## src/rtl/udp_tx_arbiter.sv

```systemverilog
// Frame-level round-robin arbiter sharing one UDP TX path (header + payload) among N_REQ senders.
// Optional payload idle timeout enabled by defining UDP_TX_ARB_TIMEOUT_EN.
module udp_tx_arbiter #(
  parameter int N_REQ   = 4,
  parameter int TIMEOUT = 1024
) (
  input  logic                 aclk,
  input  logic                 areset,
  input  logic [N_REQ-1:0]     req,
  input  logic [16*N_REQ-1:0]  req_port_s,
  input  logic [16*N_REQ-1:0]  req_port_d,
  input  logic [16*N_REQ-1:0]  req_len,
  input  logic [8*N_REQ-1:0]   s_data,
  input  logic [N_REQ-1:0]     s_valid,
  input  logic [N_REQ-1:0]     s_last,
  output logic [N_REQ-1:0]     s_ready,
  output logic [N_REQ-1:0]     grant,
  output logic                 hdr_start,
  output logic [15:0]          hdr_port_s,
  output logic [15:0]          hdr_port_d,
  output logic [15:0]          hdr_len,
  input  logic                 hdr_done,
  output logic [7:0]           m_data,
  output logic                 m_valid,
  output logic                 m_last,
  input  logic                 m_ready,
  output logic                 len_err
);

  localparam int          IDXW    = $clog2(N_REQ);
  localparam logic [15:0] MAX_LEN = 16'd65527;

  if (N_REQ < 2 || N_REQ > 8 || TIMEOUT < 1 || TIMEOUT > 65535) begin : g_param_check
    $error("udp_tx_arbiter: N_REQ or TIMEOUT out of range");
  end

  typedef enum logic [1:0] {IDLE, HDR, PAYLOAD, DONE} state_t;

  // UDP length field covers the 8-byte header plus payload.
  function automatic logic [15:0] udp_len(input logic [15:0] len);
    return len + 16'd8;
  endfunction

  state_t            state_q, state_d;
  logic [IDXW-1:0]   ptr_q, ptr_d;
  logic [IDXW-1:0]   gidx_q, gidx_d;
  logic [N_REQ-1:0]  grant_q, grant_d;
  logic [15:0]       port_s_q, port_s_d;
  logic [15:0]       port_d_q, port_d_d;
  logic [15:0]       len_q, len_d;
  logic [15:0]       hdr_len_q, hdr_len_d;
  logic [15:0]       cnt_q, cnt_d;
  logic              hdr_pend_q, hdr_pend_d;
  logic              len_err_q, len_err_d;

  logic              win_vld;
  logic [IDXW-1:0]   win_idx;
  logic [IDXW-1:0]   scan_idx;
  logic [15:0]       win_len;
  logic              g_valid;
  logic              g_last;
  logic              beat;
  logic              cnt_end;

`ifdef UDP_TX_ARB_TIMEOUT_EN
  logic [15:0]       idle_q, idle_d;
`endif

  // Rotating-priority scan starting just after the last owner.
  always_comb begin
    win_vld  = 1'b0;
    win_idx  = '0;
    scan_idx = '0;
    for (int k = 1; k <= N_REQ; k++) begin
      scan_idx = IDXW'((int'(ptr_q) + k) % N_REQ);
      if (!win_vld && req[scan_idx]) begin
        win_vld = 1'b1;
        win_idx = scan_idx;
      end
    end
  end

  assign win_len = req_len[{win_idx, 4'b0000} +: 16];
  assign g_valid = s_valid[gidx_q];
  assign g_last  = s_last[gidx_q];
  assign cnt_end = (cnt_q == len_q - 16'd1);
  assign beat    = (state_q == PAYLOAD) && g_valid && m_ready;

  always_ff @(posedge aclk or posedge areset) begin
    if (areset) state_q <= IDLE;
    else        state_q <= state_d;
  end

  always_comb begin
    state_d    = state_q;
    ptr_d      = ptr_q;
    gidx_d     = gidx_q;
    grant_d    = grant_q;
    port_s_d   = port_s_q;
    port_d_d   = port_d_q;
    len_d      = len_q;
    hdr_len_d  = hdr_len_q;
    cnt_d      = cnt_q;
    hdr_pend_d = hdr_pend_q;
    len_err_d  = 1'b0;
`ifdef UDP_TX_ARB_TIMEOUT_EN
    idle_d     = 16'd0;
`endif
    case (state_q)
      IDLE: begin
        if (win_vld) begin
          if (win_len > MAX_LEN) begin
            // Oversized request is skipped; pointer moves past it so others are not starved.
            len_err_d = 1'b1;
            ptr_d     = win_idx;
          end else begin
            grant_d    = N_REQ'(1) << win_idx;
            gidx_d     = win_idx;
            port_s_d   = req_port_s[{win_idx, 4'b0000} +: 16];
            port_d_d   = req_port_d[{win_idx, 4'b0000} +: 16];
            len_d      = win_len;
            hdr_len_d  = udp_len(win_len);
            hdr_pend_d = 1'b1;
            state_d    = HDR;
          end
        end
      end
      HDR: begin
        hdr_pend_d = 1'b0;
        if (hdr_done) begin
          cnt_d   = 16'd0;
          state_d = (len_q == 16'd0) ? DONE : PAYLOAD;
        end
      end
      PAYLOAD: begin
        if (beat) begin
          cnt_d = cnt_q + 16'd1;
          if (cnt_end) begin
            len_err_d = !g_last;
            state_d   = DONE;
          end else if (g_last) begin
            len_err_d = 1'b1;
            state_d   = DONE;
          end
        end
`ifdef UDP_TX_ARB_TIMEOUT_EN
        else begin
          idle_d = idle_q + 16'd1;
          if (idle_d == 16'(TIMEOUT)) begin
            len_err_d = 1'b1;
            state_d   = DONE;
          end
        end
`endif
      end
      DONE: begin
        grant_d = '0;
        ptr_d   = gidx_q;
        state_d = IDLE;
      end
      default: state_d = IDLE;
    endcase
  end

  always_ff @(posedge aclk or posedge areset) begin
    if (areset) begin
      ptr_q      <= IDXW'(N_REQ - 1);
      gidx_q     <= '0;
      grant_q    <= '0;
      port_s_q   <= '0;
      port_d_q   <= '0;
      len_q      <= '0;
      hdr_len_q  <= '0;
      cnt_q      <= '0;
      hdr_pend_q <= 1'b0;
      len_err_q  <= 1'b0;
    end else begin
      ptr_q      <= ptr_d;
      gidx_q     <= gidx_d;
      grant_q    <= grant_d;
      port_s_q   <= port_s_d;
      port_d_q   <= port_d_d;
      len_q      <= len_d;
      hdr_len_q  <= hdr_len_d;
      cnt_q      <= cnt_d;
      hdr_pend_q <= hdr_pend_d;
      len_err_q  <= len_err_d;
    end
  end

`ifdef UDP_TX_ARB_TIMEOUT_EN
  always_ff @(posedge aclk or posedge areset) begin
    if (areset) idle_q <= 16'd0;
    else        idle_q <= idle_d;
  end
`endif

  // Payload is a combinational pass-through of the owner's stream; the counted end forces m_last.
  always_comb begin
    s_ready = '0;
    m_data  = 8'd0;
    m_valid = 1'b0;
    m_last  = 1'b0;
    if (state_q == PAYLOAD) begin
      s_ready[gidx_q] = m_ready;
      m_data          = s_data[{gidx_q, 3'b000} +: 8];
      m_valid         = g_valid;
      m_last          = g_last | cnt_end;
    end
  end

  assign hdr_start  = (state_q == HDR) && hdr_pend_q;
  assign grant      = grant_q;
  assign hdr_port_s = port_s_q;
  assign hdr_port_d = port_d_q;
  assign hdr_len    = hdr_len_q;
  assign len_err    = len_err_q;

endmodule

```

## config.mk

```make
export PLATFORM = sky130hd
export DESIGN_NAME = udp_tx_arbiter
export DESIGN_NICKNAME = d
export VERILOG_FILES = /design/src/rtl/udp_tx_arbiter.sv
export SDC_FILE = /design/constraint.sdc
export NUM_CORES = 1
export LEC_CHECK = 0
export CAP_MARGIN = 15
export CORE_MARGIN = 1
export CORE_UTILIZATION = 40
export DETAILED_ROUTE_END_ITERATION = 7
export DONT_BUFFER_PORTS = 1
export GPL_TIMING_DRIVEN = 1
export PLACE_DENSITY = 0.59
export SYNTH_ARGS = -nofsm -noshare
export SYNTH_HDL_FRONTEND = slang
export SYNTH_SLANG_ARGS = --single-unit
```

## constraint.sdc

```tcl
create_clock -name aclk -period 8 [get_ports aclk]
set_input_delay 1.6 -clock aclk [delete_from_list [all_inputs] [get_ports aclk]]
set_output_delay 1.6 -clock aclk [all_outputs]
set_load 0.1 [all_outputs]
```

# Yosys cells after proc, flatten, opt, wreduce, memory -nomap -nowiden
# Index checks and enable logic that the tools add are counted.
# W data, S select, Z words.
# op_classes
n_addsub	7
n_lt_le_gt_ge	7
n_eq_ne	10
shifts	5
n_mux	52
bitwise_logic	3
n_reduce_logical	22
# op_table
op	n
$shiftx A64 B7 Y16	3
$mux W16	2
$pmux W16 S2	1
$shiftx A32 B6 Y8	1
$mux W2	12
$mux W1	21
$add A16 B1 Y16 const B	1
$add A16 B4 Y16 const B	1
$eq A16 B16 Y1	1
$gt A16 B16 Y1 const B	1
$logic_not A16 Y1	1
$sub A16 B1 Y16 const B	1
$lt A2 B3 Y1 const B	5
$reduce_and A3 Y1	5
$bmux W1 S2	6
$mux W4	3
$ne A2 B2 Y1 const B	5
$mux W8	1
$pmux W2 S4	1
$pmux W4 S2	1
$logic_and A1 B1 Y1	7
$reduce_bool A2 Y1	3
$reduce_and A5 Y1	1
$add A2 B1 Y2 const B	2
14 further kinds	20
# word_totals
ff_bits	92
inputBits	240
out_inout_bits	68
elab_cells	117

# Logic depth before layout (Yosys ltp)
# Gate-level depths: netlist (run 1).
# logic_depth
depth_word	18
depth_mapped	15
depth_no_buf	15

# Least setup slack after synthesis (run 1)
# Ideal clock, no wire load.
# synth_timing
path_kind	in2out
start	input m_ready
end	output s_ready[0]
arrival_time_ns	3.685
required_ns	6.400
slack_ns	2.715
path_stages	2
path_buffers	0
path_cell_list	nand2_1 -> nor3_1
# synth_via
elab_chain_cells	2
# synth_rtl
item	line_no	rtl
start: declaration	26	input logic m_ready,
$and A4 B4 Y4 (no source line)	--	
$mux W4	204	if (state_q == PAYLOAD) begin
end: declaration	16	output logic [N_REQ-1:0] s_ready,
# No other way between the ends.

# Worst setup path after layout (run 1)
# layout_timing
start	register len_q[0]
end	output m_last
# layout_via
elab_chain_cells	4
# layout_rtl
item	line_no	rtl
start: declaration	50	logic [15:0] len_q, len_d;
start signal: assignment	183	len_q <= len_d;
$sub A16 B1 Y16	86	assign cnt_end = (cnt_q == len_q - 16'd1);
$eq A16 B16 Y1	86	
$or A1 B1 Y1	208	m_last = g_last | cnt_end;
$mux W1	204	
end: declaration	25	output logic m_last,
# No other way between the ends.

==> run summary, run 1 <==
PnR Total Power: 3.719 mW
Dominant synthesized flop cell: dfrtp_1
RePlAce Congestion: 0.9082
Compound-gate portion of the synthesized area: 0.1297
Min-delay worst type: flip-flop to flip-flop
Total congestion overflow: 0
Register clock-pin slew on the reported worst setup and hold paths: 0.07 ns
Period utilization: 0.7159
Ys Warns: 0
Max_slew headroom: 0.2746
Lkg Pwr: 2.832 nW
Synth area leaders: dfrtp_1, nand2_1, and2_1
Synthesized Nets: 940
Fill cells: 1486
Synth top area share: 0.3465
Yosys top cell by area: dfrtp_1
I/O pin total: 308
Worst EP arrival: 4.13 ns
First-pass GRT wire length: 27340 µm
Hold Fails Final Rpt: 0
Post-Route WL: 17720 µm
RSZ-0062 raised after global routing: no
Die height: 127.3 µm
Post-synth EDFFs: 0
Pwr Density: 547.8 mW/mm²
Unique masters post-synth: 58
Fmax: 174.6 MHz
Endpoints failing setup: 0
Num rows: 45
Clock skew: 0.007193 ns
Post-DRT Antenna Nets: 0
Final hold slack: 0.4857 ns
Xor/xnor share of the synthesized area: 0.06552
Area Growth Syn to Fin: 8.066%
Maxcap violations: 0
Total Routing Usage GR: 0.2186
CP max stage delay: 1.03 ns
DIE WIDTH: 127.3 µm
First-pass DRT Iterations: 7
NumNets Final: 912
Hpwl dp: 13690 µm
DR iter-0 viols: 303
Critical Path, Cell by Cell: inv_1 -> ha_1 -> nand2_1 -> xor2_1 -> nor2_1 -> a21oi_1 -> o21ai_0 -> nor4_1 -> o2111ai_1 -> ha_1 -> nor2b_2
Clock Sinks: 89
Post-Syn Area per Cell: 9.078 µm²
Via Count: 5137
Area of the core: 0.01526 mm²
Post-synthesis instance total: 692
Vias per Instance: 5.831
Post-CTS setup buffers: 0
Worst skew pair latency: 0.35 ns
Share of cells above drive strength 1: 0.1121
Post-CTS Resized: 0
CTS root buf: clkbuf_16
CP max-delay cell: dfrtp_1
Mux cell area share after synthesis: 0.1697
Crit path max fanout: 8
Synth Area in Simple Gates: 0.2183
Crit Path Category: flip-flop to output port
Final Max Tran Viols: 0
H-tree depth: 3
Sequential area share after synthesis: 0.3549
Post-synth ARST share: 1.000
DRC Markers: 0
Critical path capture point type: output port
Top-count cell post-synth: nand2_1
TNS Setup: 0 ns
CP Launch Type: flip-flop
Status: finished clean
Initial antenna violation count: 1
Bufs and invs on worst path: 1
Count of input and output buffers: 0
Drt wl/cell: 20.11 µm
Tightest Pin Transition: 1.088 ns
Fin crit period: 5.727 ns
Die area: 0.01621 mm²
Largest family of logic cells by synthesized area: simple AND/OR/NAND/NOR gates
Top cells by count, synth: nand2_1, dfrtp_1, and2_1
Peak supply drop: 0.3391 mV
Hold buffers post-CTS: 0
Vias in the first global route: 5093
CTS Buf Count: 9
Clk buf depth: 2
CP dominant cell by count: ha_1
Top Family by Delay on Critical Path: simple AND/OR/NAND/NOR gates
Largest net degree at the start of global routing: 90
Mapped Area: 0.006282 mm²
Initial core utilization: 0.4117
Yosys reg bits: 89
Adder-cell share of the synthesized area: 0.01593
CTS tree: yes
Critical path required time: 6.40 ns
[power breakdown]
group	leakage [nW]	internal, mW	switching [mW]	total, mW
Clock	0.152	0.261	0.182	0.443
Combinational	1.58	0.562	0.894	1.46
Sequential	1.10	0.624	1.20	1.82
Total	2.83	1.45	2.27	3.72
[registers in the layout, indices dropped and copies added (netlist names)]
signal      cells
hdr_len        13
hdr_pend_q      1
gidx_q          2
cnt_q          16
ptr_q           2
len_err         1
hdr_port_s     16
grant           4
hdr_port_d     16
len_q          16
state_q         2
[kinds of logic after synthesis]
family	Yosys count
simple gates	287
buf+inv	61
flops	89
compound gates	122
xor+xnor	47
fa+ha+maj	8
mux	78
[worst register-to-register path, stage by stage, from the launching register on]
cell and delay, ns:
dfstp_2 0.42, nor3b_1 0.42, a311o_2 0.92, mux2i_1 0.21
mux2i_1 0.35, nand4_2 0.25, nor4b_4 0.58, nor2_4 0.22
buf_4 0.33, mux2_1 0.38
[through the flow]
| stage | instances | utilization | area (µm²) | setup WS (ns) |
|---|---|---|---|---|
| finish | 881 | 0.4449 | 6789 | 2.273 |
| CTS | 879 | 0.4430 | 6759 | 2.285 |
| global route | 881 | 0.4449 | 6789 | 2.002 |
| floorplan | 692 | - | 6282 | 2.715 |
| global placement | 863 | 0.4222 | 6442 | 2.774 |
| detailed placement | 863 | 0.4222 | 6442 | 2.654 |
[worst paths after layout]
path	from	endpoint	slack (ns)	cells after the start
max reg2reg	ptr_q[1]	hdr_port_s[2]	3.81	9
max	len_q[0]	m_last	2.27	11
min reg2reg	hdr_pend_q	hdr_pend_q	0.49	1
max in group asynchronous	areset	ptr_q[0]	6.12	3
min	hdr_pend_q	hdr_pend_q	0.49	1
min in group asynchronous	areset	hdr_port_d[3]	1.20	2
[metal layers]
metal,share of wire,vias to the layer above,track usage
met3,0.081,25,0.06784
met2,0.51,223,0.3812
met1,0.40,2503,0.2560
met5,0,-,0
li1,-,2386,-
met4,0.017,0,0.06793
[layout make-up]
cell class | instances | area, µm² | share of cell area
multi-input combinational | 542 | 3800 | 0.5597
clock inverter | 5 | 63.81 | 0.009399
clock buffer | 11 | 252.7 | 0.03723
tap | 211 | 264.0 | 0.03889
inverter | 12 | 46.29 | 0.006819
timing repair buffer | 10 | 130.1 | 0.01917
antenna | 1 | 2.502 | 0.0003686
sequential | 89 | 2230 | 0.3284
[placed cells by master (no fill, tap or decap), drive strengths merged, types with 3 or more instances in the layout]
master	instances
and2	44
ha	8
inv	11
mux2	34
mux2i	27
o21ai	31
xnor2	19
nand2b	6
dfrtp	87
a21oi	7
nand4	10
a211oi	33
nand2	142
and3	7
nor3	11
clkbuf	13
buf	8
nor2	35
a22o	3
and4	3
or3	4
mux4	17
a31oi	34
xor2	28
clkinv	4
nand3	12
(Power assumes the default switching activity.)
==> run 2, diff against run 1 <==
==> constraint.sdc (replaced) <==
create_clock -name aclk -period 5.7 [get_ports aclk]
set_input_delay 1.14 -clock aclk [delete_from_list [all_inputs] [get_ports aclk]]
set_output_delay 1.14 -clock aclk [all_outputs]
set_load 0.1 [all_outputs]
==> run 2 against run 1 <==
Clock skew fell by 0.0018 ns; sequential share of layout area down 0.12 points; flip-flop and latch count did not move; critical path type unchanged.
==> run summary, run 2 (synthesis results as in run 1) <==
Area occupied by multi-input gates: 0.003800 mm²
Top Family by Delay on Critical Path: flip-flops
Crit path max fanout: 8
Die area: 0.01621 mm²
Peak supply drop: 0.5076 mV
Clock skew: 0.005421 ns
Fill cells: 1462
Final Max Tran Viols: 0
Share of cells above drive strength 1: 0.1161
DRC Markers: 0
FF-to-FF path depth: 11
Drt wl/cell: 20.27 µm
CP dominant cell by count: ha_1
H-tree depth: 3
Crit Path Category: flip-flop to output port
CP Launch Type: flip-flop
Register clock-pin slew on the reported worst setup and hold paths: 0.06 ns
Reg area: 0.002230 mm²
DR iter-0 viols: 258
Clk buf depth: 2
Fmax: 209.4 MHz
Critical path capture point type: output port
CP max-delay cell: dfrtp_1
Area of the core: 0.01526 mm²
Status: finished clean
Worst EP arrival: 3.64 ns
Critical Path, Cell by Cell: inv_1 -> ha_1 -> nand2_1 -> xor2_1 -> nor2_1 -> a21oi_1 -> o21ai_0 -> nor4_1 -> o2111ai_1 -> ha_1 -> nor2b_2 -> buf_4
CTS Buf Count: 9
Tightest Pin Transition: 1.073 ns
Clock power frac: 0.122
PnR Total Power: 5.278 mW
Reg-to-reg setup timing slack: 1.58 ns
CTS root buf: clkbuf_16
Critical path required time: 4.56 ns
Endpoints failing setup: 0
Hold Path Origin: hdr_pend_q
Initial core utilization: 0.4117
Vias in the first global route: 5076
Via Count: 5100
Hpwl dp: 13980 µm
Critical register-to-register path startpoint: ptr_q[0]
NumNets Final: 916
Worst skew pair latency: 0.35 ns
Area Growth Syn to Fin: 8.465%
Max_slew headroom: 0.2846
Post-CTS Resized: 0
RSZ-0062 raised after global routing: no
Clock Sinks: 89
Hold path cells: 1
Num rows: 45
First-pass GRT wire length: 27610 µm
Post-DRT Antenna Nets: 0
Hold EP: hdr_pend_q
Maxcap violations: 0
Sw Share: 0.6058
Commonest non-fill, non-tap cell in the layout: nand2_1
Fin crit period: 4.775 ns
Utilization after layout: 0.4466
Bufs and invs on worst path: 2
Lkg Pwr: 2.848 nW
Post-Route WL: 17920 µm
CTS tree: yes
Reg2reg end: hdr_len[13]
Initial antenna violation count: 1
CP max stage delay: 0.99 ns
Total Routing Usage GR: 0.2225
I/O pin total: 308
NetSw: 3.198 mW
Internal power: 2.081 mW
Die height: 127.3 µm
RePlAce Congestion: 0.8558
Combinational group share of total power: 0.399
Post-CTS setup buffers: 0
Vias per Instance: 5.769
Min-delay worst type: flip-flop to flip-flop
First-pass DRT Iterations: 5
Hold buffers post-CTS: 0
TNS Setup: 0 ns
Hold Fails Final Rpt: 0
Largest net degree at the start of global routing: 61
Most frequent cells in the layout: nand2_1, dfrtp_1, and2_1
Count of input and output buffers: 0
Period utilization: 0.8378
Total congestion overflow: 0
DIE WIDTH: 127.3 µm
Pwr Density: 774.6 mW/mm²
Worst Setup SP: len_q[1]
Sequential share of power: 0.479
[run 2: layer usage]
metal | track usage | wire length (µm)
met5 | 0 | 0
met4 | 0.07073 | 250
met3 | 0.06323 | 1307
met2 | 0.3854 | 9121
met1 | 0.2660 | 7242
[run 2: worst register-to-register path, stage by stage (launching register included)]
cell	delay (ns)
dfstp_2	0.56
nand2b_1	0.20
o21ai_0	0.19
a211oi_4	0.34
buf_4	0.49
mux2i_2	0.56
nand4_2	0.27
nor4b_4	0.53
or2_1	0.29
buf_4	0.38
nand2_1	0.11
o21ai_0	0.12
[run 2: final cells by class]
cell class                      count  share of cell area
Multi-Input combinational cell    542              0.5577
Sequential cell                    89              0.3272
Tap cell                          211             0.03874
Clock buffer                       10             0.03507
Timing Repair Buffer               14             0.02240
Clock inverter                      5             0.01175
Inverter                           12            0.006794
Antenna cell                        1           0.0003672
[run 2: worst max path at each step]
stage | end | cells after the start
6_report | m_last | 12
5_1_grt | m_last | 12
4_1_cts | m_last | 12
3_5_place_dp | hdr_len[5] | 11
3_3_place_gp | hdr_len[5] | 10
2_1_floorplan | m_last | 10
[run 2: metrics by stage]
stage	hold slack, ns	setup slack, ns	cells	instance area [µm²]
6_report	0.5045	0.9246	884	6814
5_1_grt	0.5454	0.6067	884	6814
4_1_cts	0.5059	0.8890	883	6812
3_5_place_dp	0.4887	1.089	868	6492
3_3_place_gp	0.4683	1.208	868	6492
2_1_floorplan	0.4481	0.9182	692	6282
[run 2: power groups by stage]
stage	logic [mW]	registers [mW]	clock network [mW]
final	2.11	2.53	0.645
after global routing	2.32	2.57	0.677
after CTS	2.12	2.53	0.656
after detailed placement	2.11	2.54	0
after global placement	2.04	2.54	0
after floorplan	1.87	2.33	0
==> run 3, diff against run 2 <==
==> constraint.sdc (replaced) <==
create_clock -name aclk -period 4.6 [get_ports aclk]
set_input_delay 0.92 -clock aclk [delete_from_list [all_inputs] [get_ports aclk]]
set_output_delay 0.92 -clock aclk [all_outputs]
set_load 0.1 [all_outputs]
==> run 3 against run 2 <==
Flip-flop and latch count stayed put; combinational power grew 29%; power grew 24%; worst hold slack got worse by 0.014 ns; critical path depth down 2; critical endpoint unchanged.
==> run summary, run 3 (synthesis results as in run 1) <==
Status: finished clean
Post-Place Cells: 874
WL met3: 1162 µm
Reg area: 0.002230 mm²
First-pass DRT Iterations: 4
Die area: 0.01621 mm²
I/O pin total: 308
Commonest non-fill, non-tap cell in the layout: nand2_1
Period utilization: 0.9186
Peak supply drop: 0.4448 mV
DRC Markers: 0
Count of input and output buffers: 0
Post-Layout Cell Count: 890
Vias per Instance: 5.754
Tightest Pin Transition: 1.093 ns
Maxcap violations: 0
CTS Buf Count: 9
Total Routing Usage GR: 0.2211
CP Launch Type: flip-flop
Num rows: 45
RSZ-0062 raised after global routing: no
Vias in the first global route: 5206
CP max-delay cell: or4_1
Fin crit period: 4.226 ns
Die height: 127.3 µm
Lkg Pwr: 2.889 nW
Bufs and invs on worst path: 1
Worst skew pair latency: 0.34 ns
Drt wl/cell: 19.59 µm
Largest net degree at the start of global routing: 68
Final Max Tran Viols: 0
H-tree depth: 3
DR iter-0 viols: 284
Clock Sinks: 89
Pwr Density: 952.8 mW/mm²
Routed wl met2: 8907 µm
Post-CTS Resized: 0
Total congestion overflow: 0
Post-CTS setup buffers: 0
Fill cells: 1439
Top sig layer: met4
Initial core utilization: 0.4117
Hold Fails Final Rpt: 0
RePlAce Congestion: 0.8648
Crit path max fanout: 9
Initial antenna violation count: 1
Area Growth Syn to Fin: 9.460%
Min-delay worst type: flip-flop to flip-flop
Fmax: 236.6 MHz
Post-Route WL: 17440 µm
Share of cells above drive strength 1: 0.1209
CP max stage delay: 0.54 ns
Critical path required time: 3.68 ns
Critical Path, Cell by Cell: nor2_1 -> nand2_1 -> or3_1 -> or4_1 -> xnor2_1 -> nor4_1 -> o2111ai_1 -> ha_1 -> nor2b_2 -> buf_4
Post-DRT Antenna Nets: 0
DIE WIDTH: 127.3 µm
DP Area: 0.006563 mm²
Worst EP arrival: 3.31 ns
Critical path capture point type: output port
First-pass GRT wire length: 27680 µm
TNS Setup: 0 ns
Met1 wire length: 7119 µm
Clock skew: 0.004817 ns
Crit Path Category: flip-flop to output port
Clk buf depth: 2
Area occupied by multi-input gates: 0.003800 mm²
Endpoints failing setup: 0
CTS root buf: clkbuf_16
Hpwl dp: 13720 µm
Top Family by Delay on Critical Path: simple AND/OR/NAND/NOR gates
Most frequent cells in the layout: nand2_1, dfrtp_1, and2_1
Finished Cell Area: 0.006877 mm²
Max_slew headroom: 0.2697
Hold buffers post-CTS: 0
Area of the core: 0.01526 mm²
CTS tree: yes
NumNets Final: 922
Register clock-pin slew on the reported worst setup and hold paths: 0.06 ns
Via Count: 5121
-- run 3: cell count changes in the layout (fill, tap and decap cells not counted) --
cell        before  now
buf_4           11   15
buf_12           1    3
clkbuf_1         0    2
clkinvlp_4       2    0
-- run 3: through the flow --
step                      utilization  hold slack, ns  setup WS [ns]  total power [mW]
after floorplan                     -          0.4481        0.03824             5.203
after global placement         0.4301          0.4657         0.3958             5.733
after detailed placement       0.4301          0.4796         0.2840             5.800
after CTS                      0.4505          0.4973         0.3223             6.610
after global routing           0.4507          0.5254         0.2182             6.946
final                          0.4507          0.4904         0.3743             6.552
-- run 3: final timing paths --
kind | slack (ns) | to | from | cells past startpoint
setup / recovery | 0.37 | m_last | len_q[4] | 10
hold / removal | 0.49 | hdr_pend_q | hdr_pend_q | 1
setup reg to reg | 0.88 | hdr_len[3] | ptr_q[0] | 11
hold reg to reg | 0.49 | hdr_pend_q | hdr_pend_q | 1
max in group asynchronous | 2.91 | ptr_q[0] | areset | 2
min in group asynchronous | 0.65 | hdr_port_s[13] | areset | 1
-- run 3: power breakdown --
group	internal [mW]	switching [mW]
registers	1.09	1.95
clock network	0.487	0.299
logic	1.05	1.67
-- run 3: cell type report --
type | count | area share
Multi-Input combinational cell | 542 | 0.5526
Sequential cell | 89 | 0.3242
Tap cell | 211 | 0.03839
Clock buffer | 12 | 0.03584
Timing Repair Buffer | 20 | 0.03239
Clock inverter | 3 | 0.009461
Inverter | 12 | 0.006732
Antenna cell | 1 | 0.0003639
-- run 3: routing by layer --
metal / vias to the layer above / track usage
li1: 2419 / -
met1: 2476 / 0.2735
met2: 206 / 0.3738
met3: 20 / 0.05570
met4: 0 / 0.07843
met5: - / 0
